<file path="src/rtl/score_pkg.sv">
// Shared definitions for the score display: 3x5 digit font, glyph geometry,
// converter state encoding and the double-dabble step used by the converter.
package score_pkg;

  localparam int GLYPH_W    = 3;
  localparam int GLYPH_H    = 5;
  localparam int CELL_PITCH = 4;
  localparam int BCD_NIBS   = 7;  // enough decimal digits for a 20-bit value
  localparam int BCD_W      = 4 * BCD_NIBS;

  typedef logic [1:0] cvt_state_t;
  localparam cvt_state_t ST_IDLE   = 2'd0;
  localparam cvt_state_t ST_SHIFT  = 2'd1;
  localparam cvt_state_t ST_COMMIT = 2'd2;

  // Row 0 occupies bits [14:12]; within a row the MSB is column 0.
  localparam logic [14:0] FONT [10] = '{
    15'b111_101_101_101_111,  // 0
    15'b110_010_010_010_010,  // 1
    15'b111_001_111_100_111,  // 2
    15'b111_001_111_001_111,  // 3
    15'b101_101_111_001_001,  // 4
    15'b111_100_111_001_111,  // 5
    15'b111_100_111_101_111,  // 6
    15'b111_001_001_001_001,  // 7
    15'b111_101_111_101_111,  // 8
    15'b111_101_111_001_111   // 9
  };

  // One shift-and-add-3 step: correct every nibble >= 5, then shift in_bit in.
  function automatic logic [BCD_W-1:0] dabble(input logic [BCD_W-1:0] bcd,
                                               input logic in_bit);
    logic [BCD_W-1:0] adj;
    for (int i = 0; i < BCD_NIBS; i++) begin
      adj[4*i +: 4] = (bcd[4*i +: 4] >= 4'd5) ? bcd[4*i +: 4] + 4'd3 : bcd[4*i +: 4];
    end
    return BCD_W'({adj, in_bit});
  endfunction

endpackage

</file>
<file path="src/rtl/digit_glyph.sv">
// Render stage 2: font lookup of a registered digit/cell, registered lit output.
// Latency 1 cycle; digit codes above 9 and cells outside 3x5 render dark.
// No backpressure: one pixel per cycle.
module digit_glyph
  import score_pkg::*;
(
  input  logic       clk,
  input  logic       rst_n,
  input  logic [3:0] digit,
  input  logic [1:0] col,
  input  logic [2:0] row,
  output logic       lit
);

  logic        lit_d, lit_q;
  logic [14:0] glyph;
  logic [3:0]  bit_idx;

  always_comb begin
    glyph = '0;
    if (digit <= 4'd9) glyph = FONT[digit];
    bit_idx = 4'd14 - (4'(row) * 4'(GLYPH_W) + 4'(col));
    lit_d = 1'b0;
    if (int'(col) < GLYPH_W && int'(row) < GLYPH_H) lit_d = glyph[bit_idx];
  end

  always_ff @(posedge clk or negedge rst_n) begin
    if (!rst_n) lit_q <= 1'b0;
    else        lit_q <= lit_d;
  end

  assign lit = lit_q;

endmodule

</file>
<file path="src/rtl/score_display.sv">
// Binary score -> BCD (double dabble) -> scaled 3x5 glyph pixels; LEADING_ZERO_BLANK_EN blanks leading zeros.
// Latency: digits visible VALUE_W+2 cycles after the accepting edge; pix lags hpos/vpos by 2 cycles.
// Backpressure: value_ready low while converting; loads offered while busy are dropped.
module score_display
  import score_pkg::*;
#(
  parameter int DIGITS     = 2,
  parameter int VALUE_W    = 7,
  parameter int SCALE_LOG2 = 2,
  parameter int X0         = 0,
  parameter int Y0         = 0
) (
  input  logic               clk,
  input  logic               rst_n,
  input  logic [VALUE_W-1:0] value,
  input  logic               value_valid,
  output logic               value_ready,
  input  logic [9:0]         hpos,
  input  logic [9:0]         vpos,
  output logic               pix
);

  localparam int          DW       = 4 * DIGITS;
  localparam logic [4:0]  CNT_LAST = 5'(VALUE_W);
  localparam logic [10:0] X0_L     = 11'(X0);
  localparam logic [10:0] Y0_L     = 11'(Y0);
  localparam logic [10:0] BOX_W    = 11'((CELL_PITCH * DIGITS - 1) << SCALE_LOG2);
  localparam logic [10:0] BOX_H    = 11'(GLYPH_H << SCALE_LOG2);

  cvt_state_t         state_d, state_q;
  logic [4:0]         cnt_d, cnt_q;
  logic [VALUE_W-1:0] bin_d, bin_q;
  logic [BCD_W-1:0]   bcd_d, bcd_q;
  logic [DW-1:0]      disp_d, disp_q;

  logic [3:0]  dig_d, dig_q;
  logic [1:0]  col_d, col_q;
  logic [2:0]  row_d, row_q;

  logic [10:0] dx, dy, cx, cy;
  logic [2:0]  k;
  logic [1:0]  gc;
  logic        in_box, blank;
  logic [DW-1:0] upper;

  assign value_ready = (state_q == ST_IDLE);

  always_comb begin
    state_d = state_q;
    cnt_d   = cnt_q;
    bin_d   = bin_q;
    bcd_d   = bcd_q;
    disp_d  = disp_q;
    case (state_q)
      ST_IDLE: begin
        if (value_valid) begin
          state_d = ST_SHIFT;
          cnt_d   = '0;
          bin_d   = value;
          bcd_d   = '0;
        end
      end
      ST_SHIFT: begin
        if (cnt_q == CNT_LAST) begin
          state_d = ST_COMMIT;
        end else begin
          bcd_d = dabble(bcd_q, bin_q[VALUE_W-1]);
          bin_d = bin_q << 1;
          cnt_d = cnt_q + 5'd1;
        end
      end
      ST_COMMIT: begin
        // Anything in the nibbles above the shown digits means overflow: pin to all nines.
        state_d = ST_IDLE;
        disp_d  = (|bcd_q[BCD_W-1:DW]) ? {DIGITS{4'd9}} : bcd_q[DW-1:0];
      end
      default: state_d = ST_IDLE;
    endcase
  end

  always_comb begin
    dx     = {1'b0, hpos} - X0_L;
    dy     = {1'b0, vpos} - Y0_L;
    in_box = ({1'b0, hpos} >= X0_L) && (dx < BOX_W) &&
             ({1'b0, vpos} >= Y0_L) && (dy < BOX_H);
    cx     = dx >> SCALE_LOG2;
    cy     = dy >> SCALE_LOG2;
    k      = 3'(cx >> $clog2(CELL_PITCH));
    gc     = 2'(cx);
    // Digit k plus every more significant digit, right-aligned.
    upper  = disp_q >> (4 * (DIGITS - 1 - int'(k)));
`ifdef LEADING_ZERO_BLANK_EN
    blank  = (int'(k) < DIGITS - 1) && (upper == '0);
`else
    blank  = 1'b0;
`endif
    dig_d  = (in_box && int'(gc) < GLYPH_W && !blank) ? 4'(upper) : 4'hF;
    col_d  = gc;
    row_d  = 3'(cy);
  end

  always_ff @(posedge clk or negedge rst_n) begin
    if (!rst_n) begin
      state_q <= ST_IDLE;
      cnt_q   <= '0;
      bin_q   <= '0;
      bcd_q   <= '0;
      disp_q  <= '0;
      dig_q   <= 4'hF;
      col_q   <= '0;
      row_q   <= '0;
    end else begin
      state_q <= state_d;
      cnt_q   <= cnt_d;
      bin_q   <= bin_d;
      bcd_q   <= bcd_d;
      disp_q  <= disp_d;
      dig_q   <= dig_d;
      col_q   <= col_d;
      row_q   <= row_d;
    end
  end

  digit_glyph u_glyph (
    .clk   (clk),
    .rst_n (rst_n),
    .digit (dig_q),
    .col   (col_q),
    .row   (row_q),
    .lit   (pix)
  );

endmodule

</file>
<file path="config.mk">
export PLATFORM = sky130hd
export DESIGN_NAME = score_display
export DESIGN_NICKNAME = d
export VERILOG_FILES = /design/src/rtl/score_pkg.sv /design/src/rtl/digit_glyph.sv /design/src/rtl/score_display.sv
export SDC_FILE = /design/constraint.sdc
export NUM_CORES = 1
export LEC_CHECK = 0
export ABC_AREA = 1
export ABC_CLOCK_PERIOD_IN_PS = 2700
export CAP_MARGIN = 10
export CORE_MARGIN = 1.5
export CORE_UTILIZATION = 40
export CTS_BUF_LIST = sky130_fd_sc_hd__clkbuf_4 sky130_fd_sc_hd__clkbuf_8
export CTS_CLUSTER_SIZE = 10
export DETAILED_ROUTE_END_ITERATION = 8
export GPL_ROUTABILITY_DRIVEN = 0
export SLEW_MARGIN = 20
export SYNTH_ARGS = -nofsm -noshare
export SYNTH_HDL_FRONTEND = slang
export SYNTH_HIERARCHICAL = 1
export SYNTH_SLANG_ARGS = --single-unit
</file>
<file path="constraint.sdc">
create_clock -name clk -period 2.7 [get_ports clk]
set_input_delay 0.54 -clock clk [delete_from_list [all_inputs] [get_ports clk]]
set_output_delay 0.54 -clock clk [all_outputs]
set_load 0.01 [all_outputs]
</file>
======== Yosys cells after proc, flatten, opt, wreduce, memory -nomap -nowiden ========
Memory sizes are Yosys's and may differ from the RTL's.
Index checks and enable logic that the tools add are counted.
cells by class
  reductions and logical operators ........ 8
  $mul .................................... 1
  bitwise logic cells ..................... 1
  mux-type cells .......................... 27
  shift operators ......................... 1
  equal/unequal tests ..................... 6
  order comparisons ....................... 15
  $add $sub $neg .......................... 11
operators by type and width
  cell                 number
  $mux 28              2
  $pmux 28 s2          1
  $mux 15              3
  $shr 8x32->4         1
  $ge 4x3->1 const B   7
  $mux 4               7
  $add 4x2->4 const B  6
  $lt 10x5->1 const B  2
  $reduce_or 20->1     1
  $mux 7               2
  $pmux 7 s2           1
  $mux 5               2
  $pmux 5 s2           1
  $mux 8               1
  $ne 2x2->1 const B   3
  $add 5x1->5 const B  1
  $eq 5x3->1 const B   1
  $ge 5x5->1 const B   1
  $lt 4x5->1 const B   1
  $not 4->5            1
  $add 4x2->4          1
  $bmux 1 s4           1
  $le 4x4->1 const B   1
  $lt 2x2->1 const B   2
  other kinds (16)     20
storage, ports and cells
  ROM bits ................................ 240
  register bits ........................... 60
  output and inout bits ................... 2
  memories kept ........................... 1
memory list
  memory            words  bits a word  rd ports  clocked after memory_dff  write ports  RTL line           RTL
  (name not given)  16     15           1         0                         0            digit_glyph.sv:21  if (digit <= 4'd9) glyph = FONT[digit];

======== Logic depth before layout (Yosys ltp) ========
Gate-level depths: netlist of the first run.
  word-level depth ........................ 8
  depth in mapped cells ................... 15
  gate-level depth less buffers ........... 14

======== Hierarchy ========
The synthesis of the first run kept the hierarchy.
modules (own cells, without submodules)
  module         area each (um^2)  cells an instance  instances
  score_display  3,330.7           424                1
  digit_glyph    583.1             103                1

======== Least setup slack after synthesis of the first run ========
OpenSTA, ideal clock, no wires.
  path kind ............................... reg-to-reg
  from .................................... register row_q[1]
  to ...................................... register u_glyph.lit_q (netlist: u_glyph/lit)
  cell stages (with the launch flop) ...... 14
  setup slack ............................. 0.572 ns
  library setup time ...................... 0.117 ns
  path buffers ............................ 0
  arrival ................................. 2.011 ns
  path through ............................ dfrtp_1 > inv_1 > fa_1 > fa_1 > nand2_1 > inv_1 > nor2_2 > inv_1 > nand2_1 > nand2_1 > a21oi_1 > nor2_1 > nor2_1 > nor2_1
on the way
  cells in the longest elaborated chain, start to end .. 6
  elaborated cells on any way between the ends .. 8
RTL lines
  element                       RTL line              RTL
  from (decl)                   score_display.sv:38   logic [2:0] row_d, row_q;
  from (signal assigned)        score_display.sv:120  row_q <= row_d;
  $mul 3x2->4                   digit_glyph.sv:22     bit_idx = 4'd14 - (4'(row) * 4'(GLYPH_W) + 4'(col));
  $add 4x2->4                   digit_glyph.sv:22
  $sub 4x4->4                   digit_glyph.sv:22
  $bmux 1 s4                    digit_glyph.sv:24     if (int'(col) < GLYPH_W && int'(row) < GLYPH_H) lit_d = glyph[bit_idx];
  $mux 1 (not written as such)  digit_glyph.sv:24
  $mux 1 (*)                    digit_glyph.sv:24
  via u_glyph.lit_d             digit_glyph.sv:15     logic lit_d, lit_q;
  to (signal assigned)          digit_glyph.sv:29     else lit_q <= lit_d;
  to (decl)                     digit_glyph.sv:15
Mark *: on every way through the listed nets, which the timed path passes. The rest lies on a longest branch. The select of a mux whose other input is x is not followed.
A chain may end at the register's enable or synchronous reset.

======== Worst setup path after layout of the first run ========
Same ends and word-level chain as after synthesis.

==> impl_metrics.tcl, run 1 <==
set metrics [dict create \
    antenna_left 0 \
    via_count 3340 \
    pwr-share-comb_pct 49.6 \
    ys_types 31 \
    start_kind "flip-flop" \
    synth_area_leaders "dfrtp_1 36%, nand2_1 15%, ha_1 9.9%" \
    nFillCells 951 \
    p_clk_share_pct 19.7 \
    finalSetupTns_ns 0 \
    cts_buffers 9 \
    r2r-end "u_glyph/lit" \
    port_buffers 27 \
    timing.final.max_slew_violations 0 \
    min_path_type "in -> async" \
    status "complete, no violations" \
    diodes 0 \
    yosys_warnings 6 \
    critPathRequiredTime_ns 2.93 \
    post_cts_buffers 0 \
    dp_hpwl_mm 5.88 \
    synth_fp_nets 590 \
    powerDensity_nw_per_um2 1030 \
    clk_pin_slew_ns 0.08 \
    synth_common_cells "155 x nand2_1, 76 x inv_1, 56 x dfrtp_1, 56 x nor2_1, 55 x nand3_1" \
    synth_top_family_by_area "simple AND/OR/NAND/NOR gates" \
    timing.final.crit_share_pct 85.9 \
    wirelength_mm 7.85 \
    clk_latency_ns 0.34 \
    layout.nets 624 \
    synthXorXnorAreaFrac_pct 0.448 \
    avgSynthCellArea_um2 7.43 \
    yosysTopAreaCell "dfrtp_1" \
    ios 32 \
    route.detailed.drc 0 \
    coreArea_um2 9370 \
    synth_compound_area_share_pct 8.47 \
    setup_slack_ns 0.380 \
    drive_above_1_share_pct 10.4 \
    wl_per_cell_um 11.3 \
    ir_worst_vdd_mv 0.557 \
    synthArstFlopShare_pct 100 \
    drt_iter0_drc 95 \
    post_cts_resized 0 \
    die_w_um 102 \
    yosys.cell_count.top_type "nand2_1" \
    netSwitchingPower_w 0.00207 \
    reg2reg_from "row_q[1]" \
    clock_skew_ns 0.0150 \
    synth_edf_count 0 \
    worstRegToRegCells 13 \
    synthSimpleGateAreaFrac_pct 31.9 \
    cts_tree "built" \
    area.growth.synth_to_final_pct 16.0 \
    yosysTopAreaCellShare_pct 35.8 \
    cp-end-kind "flip-flop" \
    synth_seq_cells 60 \
    p_sw_share_pct 44.3 \
    pre_cts_ws_ns 0.389 \
    syn_inst 527 \
    firstDrtPassIters 4 \
    yosys-mux-area-fraction_pct 0 \
    rows 35 \
    slew_headroom_pct 60.1 \
    tightest_slew_ns 0.596 \
    grt_max_degree 29 \
    hold_viol_final 0 \
    synth-seq-area-share_pct 38.5 \
    setup_viol 0 \
    antenna_found_initial 0 \
    arrival_ns 2.55 \
    p_seq_share_pct 30.7 \
    grt_setup_unrepaired "false" \
    grt-ovfl-total 0 \
    critical_path_class "reg -> reg" \
    cts_root_buffer "clkbuf_8" \
    max_freq_mhz 431 \
    crit_fanout 5 \
    via_per_inst 4.81 \
    internal_power_w 0.00261 \
    track_usage_pct 17.0 \
    worst-r2r-setup-slack_ns 0.38 \
    grt_pass1_wl_mm 14.0 \
    dieArea_um2 10400 \
    period_minus_slack_ns 2.32 \
    clk_path_buf_depth 2 \
    h-tree-depth 3 \
    initial_core_util_pct 41.8 \
    clkSinkCount 60 \
    maxCapViolCount 0 \
    netlist_area_um2 3910 \
    leakage_nw 2.38 \
    die_h_um 102 \
    ys.flop_type "dfrtp_1" \
    hold_buffers 0 \
    grt_pass1_vias 3285 \
    synthAdderAreaFrac_pct 10.9 \
]
## critical path: stages (launching register included)
cell and delay [ns]:
dfrtp_1 0.38, inv_1 0.11, fa_1 0.47, fa_1 0.43, nand2_1 0.07, inv_1 0.04, nor2_2 0.18, inv_1 0.10
nand2_1 0.07, nand2_1 0.04, a21oi_1 0.12, nor2_1 0.06, nor2_1 0.09, nor2_1 0.05
## metal layers
metal  track usage [%]  part of all wire [%]  vias up
met1              21.1                    49     1543
met3              2.67                   2.9       11
li1                  -                     -     1740
met5                 0                     0        -
met4              6.11                   1.5        0
met2              30.2                    47       46
## power groups by stage
stage               logic (W)  clock network [W]  registers, W
global route          0.00269           0.000979       0.00148
detailed placement    0.00234                  0       0.00145
floorplan             0.00189                  0       0.00140
global placement      0.00227                  0       0.00144
CTS                   0.00234           0.000944       0.00144
finish                0.00232           0.000924       0.00144
## cell type report
type | instances | area [µm²] | share of cell area, %
inverters | 81 | 305 | 6.72
clock inverters | 4 | 72.6 | 1.60
multi-input cells | 377 | 2030 | 44.6
flip-flops and latches | 60 | 1510 | 33.2
clock buffers | 12 | 153 | 3.36
well taps | 129 | 161 | 3.55
repair buffers | 32 | 315 | 6.94
## flip-flops by register name (all words and copies together) (netlist names)
| name | cells |
|---|---|
| dig_q | 4 |
| bin_q | 7 |
| bcd_q | 28 |
| row_q | 3 |
| u_glyph/lit | 1 |
| state_q | 2 |
| cnt_q | 5 |
| col_q | 2 |
| disp_q | 8 |
## per-stage QoR
| step | hold WS (ns) | instances | utilization [%] | total power, W | area [µm²] |
|---|---|---|---|---|---|
| after global routing | 0.185 | 695 | 48.5 | 0.00515 | 4540 |
| after CTS | 0.172 | 695 | 48.5 | 0.00472 | 4540 |
| after detailed placement | 0.458 | 679 | 46.0 | 0.00378 | 4320 |
| final | 0.159 | 695 | 48.5 | 0.00468 | 4540 |
| after floorplan | 0.244 | 527 | - | 0.00329 | 3910 |
| after global placement | 0.460 | 679 | 46.0 | 0.00372 | 4320 |
## cell usage in the layout, fill, tap and decap left out, types with 2 or more instances in the layout
| master | instances |
|---|---|
| nor2_1 | 56 |
| fa_1 | 2 |
| a21oi_2 | 2 |
| clkbuf_4 | 2 |
| a21oi_1 | 6 |
| nand3_1 | 55 |
| buf_4 | 4 |
| nand4_1 | 15 |
| nor2_2 | 2 |
| nand2_4 | 2 |
| ha_1 | 31 |
| clkinv_2 | 2 |
| o21ai_2 | 15 |
| bufinv_16 | 2 |
| nand2_1 | 155 |
| o211ai_1 | 5 |
| dfstp_2 | 4 |
| or2_2 | 2 |
| dfrtp_1 | 56 |
| o21ai_0 | 16 |
| inv_1 | 76 |
| inv_2 | 4 |
| clkdlybuf4s50_1 | 26 |
| o22ai_1 | 2 |
| nand2_2 | 4 |
| clkbuf_8 | 10 |
## how the worst max path moves through the flow
stage	end	startpoint	slack, ns
after global placement	u_glyph/lit	row_q[0]	0.41
after detailed placement	u_glyph/lit	row_q[1]	0.39
after CTS	u_glyph/lit	row_q[0]	0.38
after global routing	u_glyph/lit	row_q[0]	0.04
final	u_glyph/lit	row_q[1]	0.38
after floorplan	u_glyph/lit	row_q[1]	0.57
## cell families after synthesis
kind of cell	Yosys count
xor gates and xnor gates	2
adders and majority gates	33
AOI/OAI and AO/OA	49
buffers and inverters	90
DFF	60
and+or+nand+nor	293
No activity file was read; power rests on OpenSTA's default activity.
==> run 2: changes to the inputs <==
--- a/config.mk
+++ b/config.mk
@@ -5,7 +5,6 @@
 export SDC_FILE = /design/constraint.sdc
 export NUM_CORES = 1
 export LEC_CHECK = 0
-export ABC_AREA = 1
 export ABC_CLOCK_PERIOD_IN_PS = 2700
 export CAP_MARGIN = 10
 export CORE_MARGIN = 1.5
==> impl_metrics.tcl, run 2 <==
set metrics [dict create \
    firstDrtPassIters 4 \
    yosys_warnings 6 \
    clk_latency_ns 0.34 \
    yosysTopAreaCellShare_pct 39.4 \
    layout_commonest_cell "dfrtp_1" \
    leakage_nw 1.79 \
    dieArea_um2 9470 \
    port_buffers 27 \
    clk_path_buf_depth 2 \
    rows 34 \
    cts_root_buffer "clkbuf_8" \
    synth-seq-area-share_pct 42.3 \
    crit_fanout 3 \
    die_h_um 97.3 \
    slew_headroom_pct 57.1 \
    wl_per_cell_um 14.4 \
    whs_ns 0.169 \
    arrival_ns 2.83 \
    ys.flop_type "dfrtp_1" \
    synth_common_cells "56 x dfrtp_1, 35 x o21ai_0, 31 x ha_1" \
    min_path_type "in -> async" \
    antenna_found_initial 0 \
    nFillCells 821 \
    grt-ovfl-total 0 \
    tightest_slew_ns 0.643 \
    ios 32 \
    final_cell_mix "56 x dfrtp_1, 35 x o21ai_0, 31 x ha_1" \
    drive_above_1_share_pct 14.2 \
    grt_max_degree 55 \
    dp_hpwl_mm 5.03 \
    h-tree-depth 3 \
    pre_cts_ws_ns -0.00753 \
    coreArea_um2 8680 \
    initial_core_util_pct 41.0 \
    setup_viol 0 \
    wirelength_mm 7.21 \
    hold_viol_final 0 \
    drt_iter0_drc 88 \
    syn_inst 357 \
    top_regs "bcd_q: 28 flops, disp_q: 8 flops, bin_q: 7 flops" \
    die_w_um 97.3 \
    status "complete, no violations" \
    antenna_left 0 \
    maxCapViolCount 0 \
    grt_pass1_vias 2770 \
    reg2reg_from "row_q[1]" \
    track_usage_pct 16.3 \
    clock_skew_ns 0.00833 \
    synth_fp_nets 420 \
    largest_reg_flops 28 \
    synthArstFlopShare_pct 100 \
    layout.nets 451 \
    route.detailed.drc 0 \
    max_freq_mhz 385 \
    critPathRequiredTime_ns 2.93 \
    clkSinkCount 60 \
    critical_path_class "reg -> reg" \
    ir_worst_vdd_mv 0.551 \
    via_per_inst 5.33 \
    synth_area_leaders "dfrtp_1 39%, ha_1 11%, o21ai_0 4.9%" \
    worstRegToRegCells 8 \
    setup_slack_ns 0.103 \
    ys_types 55 \
    grt_pass1_wl_mm 12.8 \
    diodes 0 \
    clk_pin_slew_ns 0.08 \
    total_power_w 0.00422 \
    r2r-end "u_glyph/lit" \
    largest_register "bcd_q" \
    timing.final.crit_share_pct 96.2 \
    via_count 2668 \
    cts_tree "built" \
    grt_setup_unrepaired "false" \
    worst-r2r-setup-slack_ns 0.10 \
    hold_buffers 0 \
    cts_buffers 9 \
    yosys.cell_count.top_type "dfrtp_1" \
    powerDensity_nw_per_um2 1010 \
    area.growth.synth_to_final_pct 17.4 \
    synth_seq_cells 60 \
    netlist_area_um2 3560 \
    period_minus_slack_ns 2.60 \
    timing.final.max_slew_violations 0 \
    avgSynthCellArea_um2 9.97 \
    start_kind "flip-flop" \
    yosysTopAreaCell "dfrtp_1" \
    synth_edf_count 0 \
    cp-end-kind "flip-flop" \
]
## run 2: metrics by stage
stage                     instances  area, µm²  TNS [ns]  util, %
after floorplan                 357       3560         0        -
after global placement          483       3950         0     45.5
after detailed placement        483       3950  -0.00753     45.5
after CTS                       499       4160         0     47.9
after global routing            501       4180         0     48.2
final                           501       4180         0     48.2
## run 2: layout make-up
| type | count | area (µm²) | share of cell area (%) |
|---|---|---|---|
| Clock buffer | 9 | 124 | 2.96 |
| Clock inverter | 7 | 75.1 | 1.80 |
| Inverter | 22 | 82.6 | 1.98 |
| Multi-Input combinational cell | 259 | 1910 | 45.7 |
| Sequential cell | 60 | 1510 | 36.0 |
| Tap cell | 108 | 135 | 3.23 |
| Timing Repair Buffer | 36 | 345 | 8.26 |
## run 2: critical path, cell delays in order, from the launching register on
cell     delay (ns)
dfrtp_1        0.39
inv_1          0.12
fa_1           0.47
fa_2           0.58
nand2_1        0.07
o31ai_2        0.18
nor2_1         0.08
o311a_1        0.32
o32a_1         0.28
## run 2: worst max path at each step
stage | slack [ns] | start | cells after the start | endpoint
global placement | 0.06 | row_q[1] | 8 | u_glyph/lit
global route | 0.001 | row_q[1] | 8 | u_glyph/lit
floorplan | 0.14 | row_q[0] | 9 | u_glyph/lit
finish | 0.10 | row_q[1] | 8 | u_glyph/lit
detailed placement | -0.008 | row_q[1] | 8 | u_glyph/lit
CTS | 0.02 | row_q[1] | 8 | u_glyph/lit
## run 2: what timing repair did
item,4_1_cts,5_1_grt
cloned,0,0
resized for setup,1,2
endpoints found under the setup margin,1,1
setup buffers,0,2
pin swaps,0,2
## run 2: cell families after synthesis
family | after synthesis | share of synthesized area (%)
flip-flops | 60 | 42.3
adder cells (fa/ha/maj) | 33 | 12.0
XOR/XNOR | 14 | 3.66
AO/OA/AOI/OAI | 94 | 17.7
multiplexers | 13 | 3.90
buffers and inverters | 38 | 4.50
AND/OR/NAND/NOR | 105 | 15.9
## run 2: per-layer routing
metal / track usage, % / wire length, µm
met1: 20.1 / 3390
met2: 28.2 / 3570
met3: 3.45 / 153
met4: 6.15 / 93
met5: 0 / 0
## run 2: where the power goes
part	total [W]	internal (W)	switching, W
Combinational	0.00193	0.000886	0.00105
Sequential	0.00147	0.00120	0.000275
Clock	0.000815	0.000428	0.000387
==> run 3: changes to the inputs <==
--- a/config.mk
+++ b/config.mk
@@ -5,14 +5,16 @@
 export SDC_FILE = /design/constraint.sdc
 export NUM_CORES = 1
 export LEC_CHECK = 0
+export ABC_AREA = 0
 export ABC_CLOCK_PERIOD_IN_PS = 2700
 export CAP_MARGIN = 10
-export CORE_MARGIN = 1.5
+export CORE_MARGIN = 3
 export CORE_UTILIZATION = 40
 export CTS_BUF_LIST = sky130_fd_sc_hd__clkbuf_4 sky130_fd_sc_hd__clkbuf_8
 export CTS_CLUSTER_SIZE = 10
 export DETAILED_ROUTE_END_ITERATION = 8
 export GPL_ROUTABILITY_DRIVEN = 0
+export REMOVE_ABC_BUFFERS = 1
 export SLEW_MARGIN = 20
 export SYNTH_ARGS = -nofsm -noshare
 export SYNTH_HDL_FRONTEND = slang
==> impl_metrics.tcl, run 3 (synthesis gave the netlist of run 2 again) <==
set metrics [dict create \
    hold_buffers 0 \
    pre_cts_ws_ns -0.00953 \
    clock_skew_ns 0.0103 \
    layout.nets 448 \
    r2r-end "u_glyph/lit" \
    antenna_found_initial 0 \
    max_freq_mhz 380 \
    worstRegToRegCells 8 \
    pwr-share-comb_pct 45.2 \
    grt-ovfl-total 0 \
    grt_max_degree 61 \
    cp-end-kind "flip-flop" \
    layout_commonest_cell "dfrtp_1" \
    die_w_um 100 \
    critPathMostFrequentCell "fa_2" \
    critPathRequiredTime_ns 2.97 \
    p_sw_share_pct 40.1 \
    ir_worst_vdd_mv 0.601 \
    netSwitchingPower_w 0.00166 \
    tightest_slew_ns 0.769 \
    h-tree-depth 3 \
    wl_per_cell_um 15.1 \
    start_kind "flip-flop" \
    powerDensity_nw_per_um2 1000 \
    grt_pass1_wl_mm 13.0 \
    wirelength_mm 7.49 \
    p_seq_share_pct 35.6 \
    slowest_stage "fa_2" \
    antenna_left 0 \
    crit_path_cell_trace "inv_1, fa_2, fa_2, buf_4, nor4_1, or4b_1, nor3_2, o32a_1" \
    critPathBufInv 2 \
    placed_area_um2 3930 \
    cts_root_buffer "clkbuf_8" \
    final_util_pct 49.1 \
    setup_slack_ns 0.0696 \
    arrival_ns 2.90 \
    timing.final.crit_share_pct 97.4 \
    initial_core_util_pct 42.2 \
    ios 32 \
    timing.final.max_slew_violations 0 \
    clk_pin_slew_ns 0.07 \
    min_path_type "in -> async" \
    route.detailed.drc 0 \
    top_regs "bcd_q: 28 flops, disp_q: 8 flops, bin_q: 7 flops" \
    leakage_nw 1.78 \
    met2_length_mm 3.73 \
    coreArea_um2 8420 \
    via_count 2709 \
    status "complete, no violations" \
    via_per_inst 5.47 \
    top_layer "met4" \
    dp_hpwl_mm 5.18 \
    reg2reg_from "row_q[0]" \
    largest_register "bcd_q" \
    whs_ns 0.351 \
    drive_above_1_share_pct 14.4 \
    nFillCells 828 \
    setup_viol 0 \
    track_usage_pct 16.0 \
    cts_tree "built" \
    firstDrtPassIters 4 \
    internal_power_w 0.00248 \
    met3_length_um 274 \
    period_minus_slack_ns 2.63 \
    crit_fanout 5 \
    hold_viol_final 0 \
    diodes 0 \
    die_h_um 100 \
    area.growth.synth_to_final_pct 16.3 \
    drt-met1-wl_mm 3.42 \
    drt_iter0_drc 105 \
    grt_pass1_vias 2726 \
    port_buffers 27 \
    critPathTopFamily "adder cells" \
    clkSinkCount 60 \
    rows 33 \
    p_clk_share_pct 19.2 \
    critical_path_class "reg -> reg" \
    largest_reg_flops 28 \
    slew_headroom_pct 48.7 \
    post_cts_buffers 0 \
    worst-r2r-setup-slack_ns 0.07 \
    dieArea_um2 10100 \
    maxCapViolCount 0 \
    fin_area_um2 4140 \
    max_stage_delay_ns 0.57 \
    final_cell_mix "56 x dfrtp_1, 35 x o21ai_0, 31 x ha_1" \
    clk_path_buf_depth 2 \
    clk_latency_ns 0.33 \
    cts_buffers 9 \
]
## run 3: worst max-delay path by stage
stage / start / to / slack, ns / cells after the start
floorplan: row_q[0] / u_glyph/lit / 0.13 / 8
global placement: row_q[1] / u_glyph/lit / 0.06 / 8
detailed placement: row_q[0] / u_glyph/lit / -0.01 / 8
CTS: row_q[0] / u_glyph/lit / 0.01 / 8
global route: row_q[0] / u_glyph/lit / -0.02 / 8
finish: row_q[0] / u_glyph/lit / 0.07 / 8
## run 3: layout make-up
class	count	area, µm²	share of cell area (%)
clock inverters	5	52.6	1.27
well taps	105	131	3.18
flip-flops and latches	60	1510	36.4
clock buffers	11	139	3.36
inverters	22	82.6	2.00
repair buffers	33	310	7.50
multi-input cells	259	1920	46.3
## run 3: power groups by stage
stage	clock, W	sequential, W	combinational, W
CTS	0.000820	0.00148	0.00190
global placement	0	0.00148	0.00182
global route	0.000853	0.00153	0.00216
finish	0.000798	0.00148	0.00187
detailed placement	0	0.00149	0.00188
floorplan	0	0.00141	0.00142
## run 3: layer usage
metal	vias up	track usage, %
met5	-	0
met4	0	4.35
met3	5	4.31
met2	36	27.1
met1	1326	20.1
li1	1342	-
## run 3: timing repair
action | 4_1_cts | 5_1_grt
resized for setup | 1 | 4
setup endpoints to repair | 1 | 1
cloned | 0 | 0
pin swaps | 0 | 2
## run 3: per-stage QoR
step / TNS, ns / instances / power, W
global placement: 0 / 479 / 0.00330
detailed placement: -0.00953 / 479 / 0.00337
floorplan: 0 / 341 / 0.00283
CTS: 0 / 495 / 0.00420
global route: -0.0213 / 495 / 0.00454
finish: 0 / 495 / 0.00415
